===== config.mk =====
export PLATFORM = sky130hd
export DESIGN_NAME = alu_issue_ctrl
export DESIGN_NICKNAME = d
export VERILOG_FILES = /design/src/rtl/alu_issue_ctrl.sv
export SDC_FILE = /design/constraint.sdc
export NUM_CORES = 1
export LEC_CHECK = 0
export ABC_AREA = 1
export CORE_MARGIN = 5
export CORE_UTILIZATION = 50
export DETAILED_ROUTE_END_ITERATION = 8
export DONT_BUFFER_PORTS = 1
export HOLD_SLACK_MARGIN = 0.1
export PLACE_DENSITY_LB_ADDON = 0.2
export REMOVE_ABC_BUFFERS = 1
export SYNTH_ARGS = -nofsm -noshare
export SYNTH_HDL_FRONTEND = slang
export SYNTH_SLANG_ARGS = --single-unit

===== constraint.sdc =====
create_clock -name clk -period 3 [get_ports clk]
set_input_delay 0.75 -clock clk [delete_from_list [all_inputs] [get_ports clk]]
set_output_delay 0.75 -clock clk [all_outputs]
set_load 0.01 [all_outputs]

===== src/rtl/alu_issue_ctrl.sv =====
// alu_issue_ctrl: instruction sequencer and small register file that sits
// in front of the 8-bit ALU. It takes one reg-reg instruction per 4 cycles,
// presents the operands with the enable low for a cycle, then pulses the
// enable and writes the ALU result back to the destination register.
module alu_issue_ctrl #(
  parameter int NREG = 4,
  parameter int DW   = 8
) (
  input  logic                    clk,
  input  logic                    rst_n,
  input  logic                    instr_valid,
  output logic                    instr_ready,
  input  logic [7:0]              instr,
  input  logic                    ld_en,
  input  logic [$clog2(NREG)-1:0] ld_addr,
  input  logic [DW-1:0]           ld_data,
  input  logic [$clog2(NREG)-1:0] rd_addr,
  output logic [DW-1:0]           rd_data,
  output logic                    alu_sel,
  output logic [2:0]              alu_order,
  output logic [DW-1:0]           reg_1,
  output logic [DW-1:0]           reg_2,
  input  logic [DW-1:0]           alu_out,
  output logic                    done,
  output logic                    err,
  output logic                    zero
);

  localparam int AW = $clog2(NREG);

  typedef enum logic [1:0] {
    IDLE = 2'd0,
    OPER = 2'd1,
    EXEC = 2'd2,
    DONE = 2'd3
  } state_t;

  state_t state, state_next;

  logic [DW-1:0] rf [NREG];
  logic [AW-1:0] rd_q;
  logic          err_q;

  // Instruction fields; bit 0 carries no meaning.
  logic [2:0]    op;
  logic [AW-1:0] f_rd;
  logic [AW-1:0] f_rs;
  logic          illegal;
  logic          accept;
  logic          unused_bit;

  assign op         = instr[7:5];
  assign f_rd       = instr[4:3];
  assign f_rs       = instr[2:1];
  assign illegal    = (op == 3'b110) || (op == 3'b111);
  assign accept     = (state == IDLE) && instr_valid;
  assign unused_bit = instr[0];

  // Combinational observation port.
  assign rd_data = rf[rd_addr];

  // State register.
  always_ff @(posedge clk or negedge rst_n) begin
    if (!rst_n) state <= IDLE;
    else        state <= state_next;
  end

  // Next-state logic: illegal opcodes skip straight to DONE.
  always_comb begin
    state_next = state;
    case (state)
      IDLE: if (instr_valid) state_next = illegal ? DONE : OPER;
      OPER: state_next = EXEC;
      EXEC: state_next = DONE;
      DONE: state_next = IDLE;
      default: state_next = IDLE;
    endcase
  end

  // Outputs decoded from the state.
  always_comb begin
    instr_ready = 1'b0;
    alu_sel     = 1'b0;
    done        = 1'b0;
    err         = 1'b0;
    case (state)
      IDLE: instr_ready = 1'b1;
      EXEC: alu_sel     = 1'b1;
      DONE: begin
        done = 1'b1;
        err  = err_q;
      end
      default: ;
    endcase
  end

  // Operand snapshot at acceptance; held after completion.
  always_ff @(posedge clk or negedge rst_n) begin
    if (!rst_n) begin
      alu_order <= '0;
      reg_1     <= '0;
      reg_2     <= '0;
      rd_q      <= '0;
      err_q     <= 1'b0;
    end else if (accept) begin
      err_q <= illegal;
      if (!illegal) begin
        alu_order <= op;
        reg_1     <= rf[f_rd];
        reg_2     <= rf[f_rs];
        rd_q      <= f_rd;
      end
    end
  end

  // Register file: the writeback is placed after the direct load so that it
  // takes priority when both target the same register on the same edge.
  always_ff @(posedge clk or negedge rst_n) begin
    if (!rst_n) begin
      for (int unsigned i = 0; i < NREG; i++) rf[i] <= '0;
    end else begin
      if (ld_en)          rf[ld_addr] <= ld_data;
      if (state == EXEC)  rf[rd_q]    <= alu_out;
    end
  end

  // Sticky zero flag, updated only by ALU writebacks.
  always_ff @(posedge clk or negedge rst_n) begin
    if (!rst_n)              zero <= 1'b0;
    else if (state == EXEC)  zero <= (alu_out == '0);
  end

endmodule


Word-level counts from Yosys, hierarchy flattened. Index checks and enable logic that the tools add are counted.

Order comparisons: 7. Eq/ne operators: 6. Mux-type cells: 24. Bitwise gates (word level): 6. Reductions and logical operators: 7.

Operators with widths (number): $bwmux 32 (2); $mux 32 (2); $mux 8 (8); $bmux 8 s2 (3); $demux 8 s2 (2); $ge 3x3->1 const B (5); $not 2->3 (5); $logic_not 8->1 (1); $pmux 2 s4 (1); $eq 3x3->1 const B (2); $lt 3x1->1 const B (2); $eq 2x2->1 const B (2); $mux 1 (4); $mux 2 (2); $logic_and 1x1->1 (3); $eq 2x1->1 const B (1); $logic_not 2->1 (1); $ne 2x2->1 const B (1); $reduce_and 2->1 (1); $logic_or 1x1->1 (1); $not 1->1 (1).

Register bits after elaboration: 57. Logic and storage cells: 61.

Logic depth before layout (Yosys ltp). Gate-level depths: netlist of the first run.

Word-level depth: 9. Gate-level depth with buffers: 9. Mapped depth without buffers: 8.

Worst setup path after synthesis of the first run. OpenSTA, ideal clock, no wires.

Path kind: in2out. Start point: input rd_addr[1]. End point: output rd_data[5]. Arrival time: 1359 ps. Required time: 2250 ps. Setup slack: 891 ps. Cell stages on the path: 5. Cell sequence: clkbuf_1 buf_2 a21oi_1 o21ai_0 nand2_1.

Cells in the longest elaborated chain, start to end: 4.

RTL lines: start: declaration (RTL line 17) `input logic [$clog2(NREG)-1:0] rd_addr,`; $not 2->3 (not written as such) (RTL line 60) `assign rd_data = rf[rd_addr];`; $bmux 8 s2 (RTL line 60); $mux 8 (not written as such) (2 in a row) (RTL line 60); end: declaration (RTL line 18) `output logic [DW-1:0] rd_data,`.

No other way between the ends. The select of a mux whose other input is x is not followed.

Worst setup path in the final report of the first run.
Start point: register state[0]. End point: output alu_sel.

Cells in the longest elaborated chain, start to end: 2.

RTL lines: start: declaration (RTL line 38) `state_t state, state_next;`; start signal: assignment (RTL line 65) `else state <= state_next;`; $eq 2x2->1 (RTL line 86) `case (state)`; $mux 1 (RTL line 86); end: declaration (RTL line 19) `output logic alu_sel,`.

No other way between the ends.

==> flow_summary.html, run 1 <==
<table>
<tr><th>Metric</th><th>Value</th></tr>
<tr><th colspan="2">Logic synthesis</th></tr>
<tr><td>Sequential fraction of the synthesis area</td><td>between 30% and 40%</td></tr>
<tr><td>Adder-cell share of the synthesized area</td><td>~1.1%</td></tr>
<tr><td>Mean instance size in the synthesized netlist</td><td>6.58 µm²</td></tr>
<tr><td>Gate count after technology mapping</td><td>542</td></tr>
<tr><td>Fraction of the mapped netlist area in compound gates</td><td>roughly 5.8%</td></tr>
<tr><td>Share of synthesized cell area in and, or, nand and nor gates</td><td>43.1%</td></tr>
<tr><td>XOR/XNOR Fraction of Synth Area</td><td>0%</td></tr>
<tr><td>Flip-flop and latch count after synthesis</td><td>57</td></tr>
<tr><td>Top cell type by total area after synthesis</td><td>sky130_fd_sc_hd__dfrtp_1</td></tr>
<tr><td>Distinct cell type count of the synthesized netlist</td><td>22</td></tr>
<tr><td>Area of the mapped netlist</td><td>3570 µm²</td></tr>
<tr><td>Fraction of synthesized cell area taken by the top area cell type</td><td>40.0%</td></tr>
<tr><td>Largest family of logic cells by synthesized area</td><td>simple AND/OR/NAND/NOR gates</td></tr>
<tr><td>Portion of netlist area occupied by mux cells</td><td>0%</td></tr>
<tr><td>Number of synthesis warnings</td><td>0</td></tr>
<tr><td>Cells taking the most area after synthesis</td><td>sky130_fd_sc_hd__dfrtp_1 (40%), sky130_fd_sc_hd__nand2_1 (27%), sky130_fd_sc_hd__nand3_1 (11%), sky130_fd_sc_hd__inv_1 (5.5%), sky130_fd_sc_hd__o21ai_0 (2.2%)</td></tr>
<tr><th colspan="2">Die</th></tr>
<tr><td>DIE WIDTH</td><td>94.5 µm</td></tr>
<tr><td>Number of top-level pins</td><td>64</td></tr>
<tr><td>Initial standard-cell utilization of the core</td><td>about half</td></tr>
<tr><td>Area of the core</td><td>6870 µm²</td></tr>
<tr><td>Vert. Die Dim</td><td>about 94 µm</td></tr>
<tr><td>Cell row count</td><td>30</td></tr>
<tr><td>Die Outline Area</td><td>8920 µm²</td></tr>
<tr><th colspan="2">Layout</th></tr>
<tr><td>Synth-to-Final Area Change</td><td>7.26%</td></tr>
<tr><td>Finished layout cell area</td><td>3820 µm²</td></tr>
<tr><td>Area used by multi-input combinational logic</td><td>~1800 µm²</td></tr>
<tr><td>Share of final-layout standard cells stronger than drive strength 1</td><td>approximately 5.7%</td></tr>
<tr><td>Number of filler instances in the final layout</td><td>674</td></tr>
<tr><td># diodes</td><td>0</td></tr>
<tr><td>Non-filler cells in the finished layout</td><td>636</td></tr>
<tr><td>Post-layout nets</td><td>570</td></tr>
<tr><td>Storage cell area</td><td>around 1400 µm²</td></tr>
<tr><th colspan="2">Pwr</th></tr>
<tr><td>Leakage component of the power</td><td>2.11 nW</td></tr>
<tr><td>Worst IR Drop VDD</td><td>0.441 mV</td></tr>
<tr><td>Power Density</td><td>roughly 950 nW/µm²</td></tr>
<tr><th colspan="2">Timing</th></tr>
<tr><td>Tcrit/Tclk final</td><td>between 60% and 70%</td></tr>
<tr><td>WHS</td><td>approximately 0.26 ns</td></tr>
<tr><td>Worst slew slack as a fraction of its limit</td><td>around two thirds</td></tr>
<tr><td>Post-layout minimum cycle time</td><td>2.05 ns</td></tr>
<tr><td>Transition at the pin with the smallest max-transition slack</td><td>0.504 ns</td></tr>
<tr><td>Final Skew</td><td>around 0.0073 ns</td></tr>
<tr><td>RSZ-0062 raised after global routing</td><td>false</td></tr>
<tr><td>Post-route setup TNS</td><td>0 ns</td></tr>
<tr><td>Final Setup Violations</td><td>0</td></tr>
<tr><td>Peak clock frequency supported by timing</td><td>489 MHz</td></tr>
<tr><td>Max Transition Viols Final</td><td>0</td></tr>
<tr><td>Fin. Hold Viols</td><td>0</td></tr>
<tr><th colspan="2">Clock tree</th></tr>
<tr><td>Resized cells post-CTS</td><td>0</td></tr>
<tr><td>Number of buffers added by the clock tree synthesis step</td><td>9</td></tr>
<tr><td>Clk sinks</td><td>57</td></tr>
<tr><td>Clock tree from TritonCTS</td><td>built</td></tr>
<tr><td>Clock latency at the later pin of the worst-skew pair</td><td>0.34 ns</td></tr>
<tr><td>Maximum buffer depth of the clock tree</td><td>2</td></tr>
<tr><td>Level count of the clock H-tree</td><td>3</td></tr>
<tr><td>Clock root buffer master</td><td>sky130_fd_sc_hd__clkbuf_8</td></tr>
<tr><td>Post-CTS clock slew at the launch and capture registers of the worst setup and hold paths</td><td>0.07 ns</td></tr>
<tr><th colspan="2">Worst setup path</th></tr>
<tr><td>Maximum single-stage delay on the critical path</td><td>0.47 ns</td></tr>
<tr><td>Worst path cell trace</td><td>inv_1 -&gt; ha_1</td></tr>
<tr><td>Buffering stage count on the worst path with inverters included</td><td>1</td></tr>
<tr><td>Largest fanout of any net on the critical path</td><td>7</td></tr>
<tr><td>Arrival @ worst endpoint</td><td>1.30 ns</td></tr>
<tr><td>Type of origin of the critical path</td><td>flop</td></tr>
<tr><td>Required @ worst endpoint</td><td>between 2 and 2.5 ns</td></tr>
<tr><td>Kind of cell adding the most delay to the critical path</td><td>adder cells</td></tr>
<tr><td>Cell with the biggest individual delay on the critical path</td><td>sky130_fd_sc_hd__ha_1</td></tr>
<tr><td>Nature of the critical path endpoint</td><td>output port</td></tr>
<tr><td>Critical path type</td><td>reg -&gt; out</td></tr>
<tr><th colspan="2">Drt</th></tr>
<tr><td>Via count normalized by instance count</td><td>5.32</td></tr>
<tr><td>First DRT Iteration DRCs</td><td>191</td></tr>
<tr><td>WL final</td><td>9750 µm</td></tr>
<tr><td>Router iterations before antenna repair</td><td>4</td></tr>
<tr><td>WL/cell</td><td>15.3 µm</td></tr>
<tr><td>Via count</td><td>3385</td></tr>
<tr><td>Post-route antenna net violation count</td><td>0</td></tr>
<tr><td>DRC violations left</td><td>0</td></tr>
<tr><th colspan="2">Placed design</th></tr>
<tr><td>Final RePlAce weighted congestion</td><td>0.841</td></tr>
<tr><td>Number of placed cells counting well taps</td><td>618</td></tr>
<tr><td>Area post-placement</td><td>approximately 3600 µm²</td></tr>
<tr><td>Final HPWL from detailed placement</td><td>7080 µm</td></tr>
<tr><td>Buffers on Ports</td><td>0</td></tr>
<tr><th colspan="2">Hold path</th></tr>
<tr><td>Worst hold path type</td><td>in -&gt; async</td></tr>
<tr><th colspan="2">Status</th></tr>
<tr><td>Result of the run</td><td>finished clean</td></tr>
<tr><th colspan="2">Run</th></tr>
<tr><td>Maximum capacitance violations</td><td>0</td></tr>
<tr><th colspan="2">Global routing</th></tr>
<tr><td>Global-route wire length before repair</td><td>16000 µm</td></tr>
<tr><td>Global-route congestion overflow total</td><td>0</td></tr>
<tr><td>Pin count of the biggest net entering global routing</td><td>50</td></tr>
<tr><td>GR Util All Layers</td><td>between 20% and 30%</td></tr>
<tr><td>Vias in the first global route</td><td>~3100</td></tr>
<tr><td>Initial antenna violation count</td><td>0</td></tr>
</table>
## per-stage QoR
stage	setup WS [ns]	power, W	utilization, %
after floorplan	1.22	0.00245	-
after global placement	1.17	0.00276	51.9
after detailed placement	1.13	0.00281	51.9
after CTS	0.957	0.00365	55.7
after global routing	0.870	0.00396	55.7
final	0.954	0.00365	55.7
## cells by family (layout without fill, tap and decap cells)
group / count (synthesis) / in the layout
AOI/OAI and AO/OA: 36 / 36
adders and majority gates: 3 / 3
buffers and inverters: 82 / 80
DFF: 57 / 57
and+or+nand+nor: 364 / 364
## final cells by class
cell class	instances	area share, %
multi-input cells	403	46.5
well taps	96	3.14
inverters	60	5.89
clock inverters	5	2.06
clock buffers	11	3.70
flip-flops and latches	57	37.3
repair buffers	4	1.37
## report_power, final
group	internal, W	switching, W	leakage (nW)
clock network	0.000489	0.000315	0.113
registers	0.00114	0.000270	0.678
logic	0.000464	0.000968	1.32
total	0.00209	0.00155	2.11
## path summary, 6_finish.rpt
| check | startpoint | end | slack (ns) | depth (start not counted) |
|---|---|---|---|---|
| setup / recovery | state[0] | alu_sel | 0.95 | 2 |
| hold / removal | rst_n | reg_1[1] | 0.26 | 1 |
| setup reg to reg | state[0] | reg_2[1] | 1.11 | 9 |
| hold reg to reg | err_q | err_q | 0.53 | 2 |
| max in group asynchronous | rst_n | rf[18] | 1.84 | 1 |
| min in group clk | instr[5] | alu_order[0] | 0.52 | 2 |
## sequential cells by signal (all words and copies together) (netlist names)
name and cells:
reg_1 8, zero 1, state 2, rd_q 2, rf 32, alu_order 3
reg_2 8, err_q 1
## what timing repair did
item / 4_1_cts / 5_1_grt
endpoints found under the hold margin: 49 / 0
hold buffers: 2 / 0
buffers inserted: 0 / 0
## synthesized netlist by cell type
cell type,count
sky130_fd_sc_hd__a21oi_1,8
sky130_fd_sc_hd__a22oi_1,1
sky130_fd_sc_hd__buf_2,11
sky130_fd_sc_hd__buf_4,6
sky130_fd_sc_hd__buf_6,2
sky130_fd_sc_hd__clkbuf_1,3
sky130_fd_sc_hd__clkinv_1,1
sky130_fd_sc_hd__dfrtp_1,57
sky130_fd_sc_hd__ha_1,3
sky130_fd_sc_hd__inv_1,52
sky130_fd_sc_hd__inv_2,7
sky130_fd_sc_hd__nand2_1,253
sky130_fd_sc_hd__nand3_1,75
sky130_fd_sc_hd__nand3_2,3
sky130_fd_sc_hd__nand3_4,2
sky130_fd_sc_hd__nand4_1,9
sky130_fd_sc_hd__nor2_1,20
sky130_fd_sc_hd__nor2_4,1
sky130_fd_sc_hd__nor3_1,1
sky130_fd_sc_hd__o211ai_1,9
sky130_fd_sc_hd__o21ai_0,16
sky130_fd_sc_hd__o21ai_1,2
## metal layers
layer / vias up / wire length (µm) / global-route usage [%]
met4: 0 / 174 / 8.65
met2: 147 / 4290 / 34.6
met1: 1524 / 4450 / 32.4
li1: 1698 / - / -
met5: - / 0 / 0
met3: 16 / 839 / 5.50
## cells in the final DEF, fill, tap and decap left out, drive strengths merged
| cell type | synthesis | layout |
|---|---|---|
| inv | 59 | 59 |
| a21oi | 8 | 8 |
| ha | 3 | 3 |
| o211ai | 9 | 9 |
| nand2 | 253 | 253 |
| o21ai | 18 | 18 |
| dlygate4sd3 | 0 | 1 |
| nor3 | 1 | 1 |
| a22oi | 1 | 1 |
| dfrtp | 57 | 57 |
| nand4 | 9 | 9 |
| nor2 | 21 | 21 |
| clkbuf | 3 | 11 |
| buf | 19 | 3 |
| bufinv | 0 | 2 |
| nand3 | 80 | 80 |
| clkinv | 1 | 4 |
Power figures use the tool's default switching activity.
==> inputs of run 2 (changes only) <==
- clock period: 3 -> 2.1 ns (I/O delays scaled with it)
==> run 2 against run 1 <==
  * Utilization is 0.40 points lower
  * Final cell count stayed put
  * Die area stayed put
  * Wire length is 1.9% lower
  * Worst hold slack better by 0.033 ns
  * Via count is 0.77% lower
  * Global-route usage is 0.099 points higher
  * Total power is 39% higher
  * First-iteration DRC count is 29% lower
  * Combinational power is 43% higher
  * Design area is 0.72% lower
  * Critical endpoint unchanged
==> flow_summary.html, run 2 (same netlist as run 1, synthesis figures left out) <==
<table>
<tr><th>Metric</th><th>Value</th></tr>
<tr><th colspan="2">Layout</th></tr>
<tr><td>Most frequent cells in the layout</td><td>sky130_fd_sc_hd__nand2_1 (253), sky130_fd_sc_hd__nand3_1 (75), sky130_fd_sc_hd__dfrtp_1 (57)</td></tr>
<tr><td>Finished layout cell area</td><td>3800 µm² (-0.72%)</td></tr>
<tr><td>Flip-flop count of the largest register after layout</td><td>32 (unchanged)</td></tr>
<tr><td>Post-layout nets</td><td>570 (unchanged)</td></tr>
<tr><td>Most common cell after layout, fill and taps aside</td><td>sky130_fd_sc_hd__nand2_1</td></tr>
<tr><td>Largest register by flop count</td><td>rf</td></tr>
<tr><td>Biggest registers after layout</td><td>rf: 32 flops, reg_1: 8 flops, reg_2: 8 flops</td></tr>
<tr><td>Share of final-layout standard cells stronger than drive strength 1</td><td>5.74% (unchanged)</td></tr>
<tr><td># diodes</td><td>0 (unchanged)</td></tr>
<tr><td>Synth-to-Final Area Change</td><td>6.49%</td></tr>
<tr><th colspan="2">Timing</th></tr>
<tr><td>Max Transition Viols Final</td><td>0 (unchanged)</td></tr>
<tr><td>Worst slew slack as a fraction of its limit</td><td>68.2% (+1.9 points)</td></tr>
<tr><td>Fin. Hold Viols</td><td>0 (unchanged)</td></tr>
<tr><td>PnR worst setup slack</td><td>0.280 ns (-0.674 ns)</td></tr>
<tr><td>Final Setup Violations</td><td>0 (unchanged)</td></tr>
<tr><td>RSZ-0062 raised after global routing</td><td>false</td></tr>
<tr><td>Tcrit/Tclk final</td><td>between 80 and 90%</td></tr>
<tr><td>Post-layout minimum cycle time</td><td>1.82 ns</td></tr>
<tr><td>Final Skew</td><td>0.0101 ns (+0.00284 ns)</td></tr>
<tr><td>Peak clock frequency supported by timing</td><td>between 500 and 600 MHz</td></tr>
<tr><td>Post-route setup TNS</td><td>0 ns (unchanged)</td></tr>
<tr><td>Transition at the pin with the smallest max-transition slack</td><td>0.477 ns (-0.0272 ns)</td></tr>
<tr><th colspan="2">Worst setup path</th></tr>
<tr><td>Cell with the biggest individual delay on the critical path</td><td>sky130_fd_sc_hd__ha_1</td></tr>
<tr><td>Required @ worst endpoint</td><td>1.57 ns (-0.68 ns)</td></tr>
<tr><td>Maximum single-stage delay on the critical path</td><td>0.47 ns (about the same)</td></tr>
<tr><td>Critical path type</td><td>reg -&gt; out</td></tr>
<tr><td>Worst path cell trace</td><td>inv_1 -&gt; ha_1</td></tr>
<tr><td>Arrival @ worst endpoint</td><td>1.30 ns (about the same)</td></tr>
<tr><td>Largest fanout of any net on the critical path</td><td>7 (unchanged)</td></tr>
<tr><td>Cells on worst reg2reg path</td><td>6 (-3)</td></tr>
<tr><td>Reg-to-Reg End</td><td>rf[12]</td></tr>
<tr><td>Reg2Reg Setup Slack</td><td>0.36 ns (-0.75 ns)</td></tr>
<tr><td>Type of origin of the critical path</td><td>flop</td></tr>
<tr><td>Nature of the critical path endpoint</td><td>output port</td></tr>
<tr><td>Launch instance of the worst register-to-register path</td><td>state[0]</td></tr>
<tr><th colspan="2">Drt</th></tr>
<tr><td>First DRT Iteration DRCs</td><td>136 (-29%)</td></tr>
<tr><td>Via count normalized by instance count</td><td>5.28 (-0.77%)</td></tr>
<tr><td>Via count</td><td>3359 (-0.77%)</td></tr>
<tr><td>Router iterations before antenna repair</td><td>4 (unchanged)</td></tr>
<tr><td>WL/cell</td><td>15.0 µm (-1.9%)</td></tr>
<tr><td>WL final</td><td>9570 µm (-1.9%)</td></tr>
<tr><td>Post-route antenna net violation count</td><td>0 (unchanged)</td></tr>
<tr><td>DRC violations left</td><td>0 (unchanged)</td></tr>
<tr><th colspan="2">Placed design</th></tr>
<tr><td>Pre-CTS setup slack</td><td>0.398 ns (-0.734 ns)</td></tr>
<tr><td>Buffers on Ports</td><td>0 (unchanged)</td></tr>
<tr><td>Area post-placement</td><td>3570 µm² (unchanged)</td></tr>
<tr><td>Final RePlAce weighted congestion</td><td>0.832 (-1.0%)</td></tr>
<tr><td>Final HPWL from detailed placement</td><td>7130 µm (+0.68%)</td></tr>
<tr><th colspan="2">Clock tree</th></tr>
<tr><td>Clock tree from TritonCTS</td><td>built</td></tr>
<tr><td>Number of buffers added by the clock tree synthesis step</td><td>9 (unchanged)</td></tr>
<tr><td>Post-CTS setup buffers</td><td>0 (unchanged)</td></tr>
<tr><td>Maximum buffer depth of the clock tree</td><td>2 (unchanged)</td></tr>
<tr><td>Clk sinks</td><td>57 (unchanged)</td></tr>
<tr><td>Clock root buffer master</td><td>sky130_fd_sc_hd__clkbuf_8</td></tr>
<tr><td>Post-CTS clock slew at the launch and capture registers of the worst setup and hold paths</td><td>0.07 ns (about the same)</td></tr>
<tr><td>Clock latency at the later pin of the worst-skew pair</td><td>0.34 ns (about the same)</td></tr>
<tr><td>Level count of the clock H-tree</td><td>3 (unchanged)</td></tr>
<tr><th colspan="2">Global routing</th></tr>
<tr><td>Initial antenna violation count</td><td>0 (unchanged)</td></tr>
<tr><td>GR Util All Layers</td><td>23.2% (+0.099 points)</td></tr>
<tr><td>Vias in the first global route</td><td>3165 (+1.6%)</td></tr>
<tr><td>Pin count of the biggest net entering global routing</td><td>58 (+16%)</td></tr>
<tr><td>Global-route wire length before repair</td><td>16000 µm (+0.22%)</td></tr>
<tr><td>Global-route congestion overflow total</td><td>0 (unchanged)</td></tr>
<tr><th colspan="2">Pwr</th></tr>
<tr><td>Comb pwr share</td><td>40.3% (+1.1 points)</td></tr>
<tr><td>Internal Power</td><td>0.00285 W (+36%)</td></tr>
<tr><td>Overall power</td><td>0.00506 W (+39%)</td></tr>
<tr><td>Power Density</td><td>1330 nW/µm² (+40%)</td></tr>
<tr><td>Leakage component of the power</td><td>2.10 nW (-0.51%)</td></tr>
<tr><td>Portion of total power attributed to sequential cells</td><td>40.0% (+1.3 points)</td></tr>
<tr><td>Switching share of total power</td><td>43.7% (+1.1 points)</td></tr>
<tr><td>Share of total power in the clock network</td><td>19.7% (-2.3 points)</td></tr>
<tr><td>Switching power</td><td>0.00221 W (+42%)</td></tr>
<tr><td>Worst IR Drop VDD</td><td>0.532 mV (+21%)</td></tr>
<tr><th colspan="2">Die</th></tr>
<tr><td>Area of the core</td><td>6870 µm² (unchanged)</td></tr>
<tr><td>Die Outline Area</td><td>8920 µm² (unchanged)</td></tr>
<tr><td>Number of top-level pins</td><td>64 (unchanged)</td></tr>
<tr><td>Initial standard-cell utilization of the core</td><td>51.9% (unchanged)</td></tr>
<tr><td>DIE WIDTH</td><td>94.5 µm (unchanged)</td></tr>
<tr><td>Vert. Die Dim</td><td>94.5 µm (unchanged)</td></tr>
<tr><td>Cell row count</td><td>30 (unchanged)</td></tr>
<tr><th colspan="2">Run</th></tr>
<tr><td>Maximum capacitance violations</td><td>0 (unchanged)</td></tr>
<tr><th colspan="2">Hold path</th></tr>
<tr><td>Hold worst-path end</td><td>rf[18]</td></tr>
<tr><td>Cell depth of the worst min-delay path</td><td>2</td></tr>
<tr><td>Startpoint of the tightest hold check path</td><td>alu_out[2]</td></tr>
<tr><td>Worst hold path type</td><td>in -&gt; reg</td></tr>
<tr><th colspan="2">Status</th></tr>
<tr><td>Result of the run</td><td>finished clean</td></tr>
</table>
-- run 2: power groups by stage --
stage | Sequential (W) | Combinational, W | Clock [W]
after CTS | 0.00203 | 0.00203 | 0.00102
after global placement | 0.00202 | 0.00192 | 0
after global routing | 0.00209 | 0.00236 | 0.00107
final | 0.00202 | 0.00204 | 0.000999
after detailed placement | 0.00204 | 0.00199 | 0
after floorplan | 0.00196 | 0.00154 | 0
-- run 2: routing by layer --
layer	vias to the layer above	track usage [%]	part of all wire (%)
met4	0	9.50	1.8
met2	133	34.6	44
met5	-	0	0
met3	14	5.66	9.1
met1	1519	32.3	45
li1	1693	-	-
-- run 2: layout make-up --
cell class / instances / area [µm²]
clock buffers: 14 / 183
clock inverters: 2 / 10.0
fillers: 711 / 3070
inverters: 60 / 225
multi-input cells: 403 / 1780
flip-flops and latches: 57 / 1430
well taps: 96 / 120
repair buffers: 4 / 52.6
-- run 2: what timing repair did --
item                                    4_1_cts  5_1_grt
hold buffers                                  2        0
endpoints found under the setup margin        0        0
gates resized for setup                       0        0
hold endpoints to repair                     57        0
-- run 2: metrics by stage --
step / hold WS (ns) / util, % / cells
final: 0.294 / 55.3 / 636
after global routing: 0.286 / 55.3 / 636
after CTS: 0.282 / 55.3 / 636
after detailed placement: 0.231 / 51.9 / 618
after global placement: 0.231 / 51.9 / 618
after floorplan: 0.229 / - / 520
-- run 2: worst max-delay path by stage --
stage	slack, ns	from	cells after the start	endpoint
after floorplan	0.45	state[0]	8	reg_1[0]
after global placement	0.44	state[0]	6	rf[12]
after detailed placement	0.40	state[0]	8	reg_1[1]
after CTS	0.26	state[0]	2	alu_sel
after global routing	0.19	state[0]	8	reg_1[2]
final	0.28	state[0]	2	alu_sel
-- run 2: worst max-delay path: cells and delay by family, from the launching register on --
kind,cells,cell delay (ns)
adder cells (fa/ha/maj),1,0.47
flip-flops,1,0.38
buffers and inverters,1,0.11
==> inputs of run 3 (changes only) <==
- SKIP_CTS_REPAIR_TIMING: not set -> 1
==> run 3 against run 2 <==
  * Wire length is 0.58% higher
  * Worst hold slack lost 0.0033 ns
  * Register-to-register slack about the same
  * Global-route usage about the same
  * Largest cell class unchanged
==> flow_summary.html, run 3 (same netlist as run 1, synthesis figures left out) <==
<table>
<tr><th>Metric</th><th>Value</th></tr>
<tr><th colspan="2">Status</th></tr>
<tr><td>Result of the run</td><td>finished clean</td></tr>
<tr><th colspan="2">Die</th></tr>
<tr><td>Number of top-level pins</td><td>64 (unchanged)</td></tr>
<tr><td>DIE WIDTH</td><td>94.5 µm (unchanged)</td></tr>
<tr><td>Cell row count</td><td>30 (unchanged)</td></tr>
<tr><td>Initial standard-cell utilization of the core</td><td>51.9% (unchanged)</td></tr>
<tr><td>Die Outline Area</td><td>8920 µm² (unchanged)</td></tr>
<tr><td>Vert. Die Dim</td><td>94.5 µm (unchanged)</td></tr>
<tr><td>Area of the core</td><td>6870 µm² (unchanged)</td></tr>
<tr><th colspan="2">Drt</th></tr>
<tr><td>Length of routed met2 wiring</td><td>4270 µm (+0.40%)</td></tr>
<tr><td>Post-route antenna net violation count</td><td>0 (unchanged)</td></tr>
<tr><td>WL/cell</td><td>15.1 µm (+0.58%)</td></tr>
<tr><td>DRC violations left</td><td>0 (unchanged)</td></tr>
<tr><td>Detailed-route wire length on metal 1</td><td>4320 µm (+1.2%)</td></tr>
<tr><td>Via count normalized by instance count</td><td>5.34 (+1.1%)</td></tr>
<tr><td>WL final</td><td>9620 µm (+0.58%)</td></tr>
<tr><td>Highest routed metal layer</td><td>met4</td></tr>
<tr><td>Via count</td><td>3396 (+1.1%)</td></tr>
<tr><td>Router iterations before antenna repair</td><td>5 (+1)</td></tr>
<tr><td>Met3 layer wire length in the routed design</td><td>852 µm (-2.5%)</td></tr>
<tr><td>First DRT Iteration DRCs</td><td>161 (+18%)</td></tr>
<tr><th colspan="2">Placed design</th></tr>
<tr><td>Number of placed cells counting well taps</td><td>618 (unchanged)</td></tr>
<tr><td>Final RePlAce weighted congestion</td><td>0.832 (unchanged)</td></tr>
<tr><td>Buffers on Ports</td><td>0 (unchanged)</td></tr>
<tr><td>Final HPWL from detailed placement</td><td>7130 µm (unchanged)</td></tr>
<tr><th colspan="2">Timing</th></tr>
<tr><td>Post-route setup TNS</td><td>0 ns (unchanged)</td></tr>
<tr><td>Fin. Hold Viols</td><td>0 (unchanged)</td></tr>
<tr><td>Max Transition Viols Final</td><td>0 (unchanged)</td></tr>
<tr><td>Transition at the pin with the smallest max-transition slack</td><td>0.486 ns (+0.00870 ns)</td></tr>
<tr><td>Worst slew slack as a fraction of its limit</td><td>67.6% (-0.58 points)</td></tr>
<tr><td>Peak clock frequency supported by timing</td><td>548 MHz (-0.32%)</td></tr>
<tr><td>Post-layout minimum cycle time</td><td>1.83 ns (+0.00577 ns)</td></tr>
<tr><td>RSZ-0062 raised after global routing</td><td>false</td></tr>
<tr><td>Tcrit/Tclk final</td><td>86.9% (+0.27 points)</td></tr>
<tr><td>Final Skew</td><td>0.00971 ns (-0.000408 ns)</td></tr>
<tr><td>Final Setup Violations</td><td>0 (unchanged)</td></tr>
<tr><th colspan="2">Worst setup path</th></tr>
<tr><td>Cells on worst reg2reg path</td><td>6 (unchanged)</td></tr>
<tr><td>Worst Setup SP</td><td>state[0]</td></tr>
<tr><td>Required @ worst endpoint</td><td>1.57 ns (about the same)</td></tr>
<tr><td>Launch instance of the worst register-to-register path</td><td>state[0]</td></tr>
<tr><td>Critical path type</td><td>reg -&gt; out</td></tr>
<tr><td>Arrival @ worst endpoint</td><td>1.30 ns (about the same)</td></tr>
<tr><td>Reg2Reg Setup Slack</td><td>0.37 ns (about the same)</td></tr>
<tr><td>CP endpoint</td><td>alu_sel</td></tr>
<tr><td>Reg-to-Reg End</td><td>rf[12]</td></tr>
<tr><td>Nature of the critical path endpoint</td><td>output port</td></tr>
<tr><td>Type of origin of the critical path</td><td>flop</td></tr>
<tr><td>Largest fanout of any net on the critical path</td><td>7 (unchanged)</td></tr>
<tr><th colspan="2">Clock tree</th></tr>
<tr><td>Clock latency at the later pin of the worst-skew pair</td><td>0.35 ns (about the same)</td></tr>
<tr><td>Clock tree from TritonCTS</td><td>built</td></tr>
<tr><td>Post-CTS clock slew at the launch and capture registers of the worst setup and hold paths</td><td>0.07 ns (about the same)</td></tr>
<tr><td>Number of buffers added by the clock tree synthesis step</td><td>9 (unchanged)</td></tr>
<tr><td>Clock root buffer master</td><td>sky130_fd_sc_hd__clkbuf_8</td></tr>
<tr><td>Maximum buffer depth of the clock tree</td><td>2 (unchanged)</td></tr>
<tr><td>Level count of the clock H-tree</td><td>3 (unchanged)</td></tr>
<tr><td>Clk sinks</td><td>57 (unchanged)</td></tr>
<tr><th colspan="2">Layout</th></tr>
<tr><td>Synth-to-Final Area Change</td><td>6.49% (unchanged)</td></tr>
<tr><td>Most common cell after layout, fill and taps aside</td><td>sky130_fd_sc_hd__nand2_1</td></tr>
<tr><td>Most frequent cells in the layout</td><td>sky130_fd_sc_hd__nand2_1 (253), sky130_fd_sc_hd__nand3_1 (75), sky130_fd_sc_hd__dfrtp_1 (57)</td></tr>
<tr><td># diodes</td><td>0 (unchanged)</td></tr>
<tr><td>Number of filler instances in the final layout</td><td>709 (-0.28%)</td></tr>
<tr><td>Non-filler cells in the finished layout</td><td>636 (unchanged)</td></tr>
<tr><td>Storage cell area</td><td>1430 µm² (unchanged)</td></tr>
<tr><td>Share of final-layout standard cells stronger than drive strength 1</td><td>5.74% (unchanged)</td></tr>
<tr><td>Area used by multi-input combinational logic</td><td>1780 µm² (unchanged)</td></tr>
<tr><td>Biggest registers after layout</td><td>rf: 32 flops, reg_1: 8 flops, reg_2: 8 flops</td></tr>
<tr><td>Flip-flop count of the largest register after layout</td><td>32 (unchanged)</td></tr>
<tr><td>Post-layout nets</td><td>570 (unchanged)</td></tr>
<tr><td>Largest register by flop count</td><td>rf</td></tr>
<tr><th colspan="2">Hold path</th></tr>
<tr><td>Worst hold path type</td><td>in -&gt; reg</td></tr>
<tr><th colspan="2">Global routing</th></tr>
<tr><td>Global-route wire length before repair</td><td>16000 µm (about the same)</td></tr>
<tr><td>Initial antenna violation count</td><td>0 (unchanged)</td></tr>
<tr><td>Global-route congestion overflow total</td><td>0 (unchanged)</td></tr>
<tr><td>Vias in the first global route</td><td>3152 (-0.41%)</td></tr>
<tr><td>Pin count of the biggest net entering global routing</td><td>58 (unchanged)</td></tr>
<tr><td>GR Util All Layers</td><td>23.2% (about the same)</td></tr>
<tr><th colspan="2">Pwr</th></tr>
<tr><td>Power Density</td><td>1330 nW/µm² (about the same)</td></tr>
<tr><td>Leakage component of the power</td><td>2.10 nW (unchanged)</td></tr>
<tr><td>Worst IR Drop VDD</td><td>0.533 mV (+0.11%)</td></tr>
<tr><th colspan="2">Run</th></tr>
<tr><td>Maximum capacitance violations</td><td>0 (unchanged)</td></tr>
</table>
==> run 3: cell type report <==
| type | instances | share of cell area, % |
|---|---|---|
| Clock inverter | 2 | 0.264 |
| Multi-Input combinational cell | 403 | 46.9 |
| Timing Repair Buffer | 4 | 1.38 |
| Sequential cell | 57 | 37.6 |
| Tap cell | 96 | 3.16 |
| Clock buffer | 14 | 4.81 |
| Inverter | 60 | 5.93 |
==> run 3: routing by layer <==
layer  global-route usage (%)  vias up
met3                     5.58       14
met1                     32.4     1556
met4                     9.25        0
li1                         -     1689
met5                        0        -
met2                     34.6      137
==> run 3: worst min path at each step <==
stage          cells after the start       start            to
3_5_place_dp                       0       rst_n      reg_2[0]
2_1_floorplan                      0       rst_n  alu_order[0]
5_1_grt                            2  alu_out[1]        rf[17]
4_1_cts                            0       rst_n      reg_2[0]
3_3_place_gp                       0       rst_n      reg_1[0]
6_report                           2  alu_out[2]        rf[18]
==> run 3: through the flow <==
stage	setup slack, ns	power (W)	utilization (%)	hold slack (ns)	cell area, µm²
2_1_floorplan	0.453	0.00350	-	0.229	3430
3_3_place_gp	0.437	0.00394	51.9	0.231	3570
5_1_grt	0.188	0.00552	55.3	0.286	3800
4_1_cts	0.263	0.00505	54.7	-0.146	3760
6_report	0.274	0.00506	55.3	0.291	3800
3_5_place_dp	0.398	0.00403	51.9	0.231	3570
==> run 3: where the power goes <==
part | total, W | switching, W | internal [W] | leakage [nW]
sequential | 0.00202 | 0.000390 | 0.00163 | 0.678
combinational | 0.00204 | 0.00138 | 0.000663 | 1.32
clock | 0.00100 | 0.000448 | 0.000554 | 0.102
total | 0.00506 | 0.00222 | 0.00285 | 2.10
==> run 3: worst max-delay path: stages (launching register included) <==
cell                      delay [ns]
sky130_fd_sc_hd__dfrtp_1        0.38
sky130_fd_sc_hd__inv_1          0.10
sky130_fd_sc_hd__ha_1           0.47
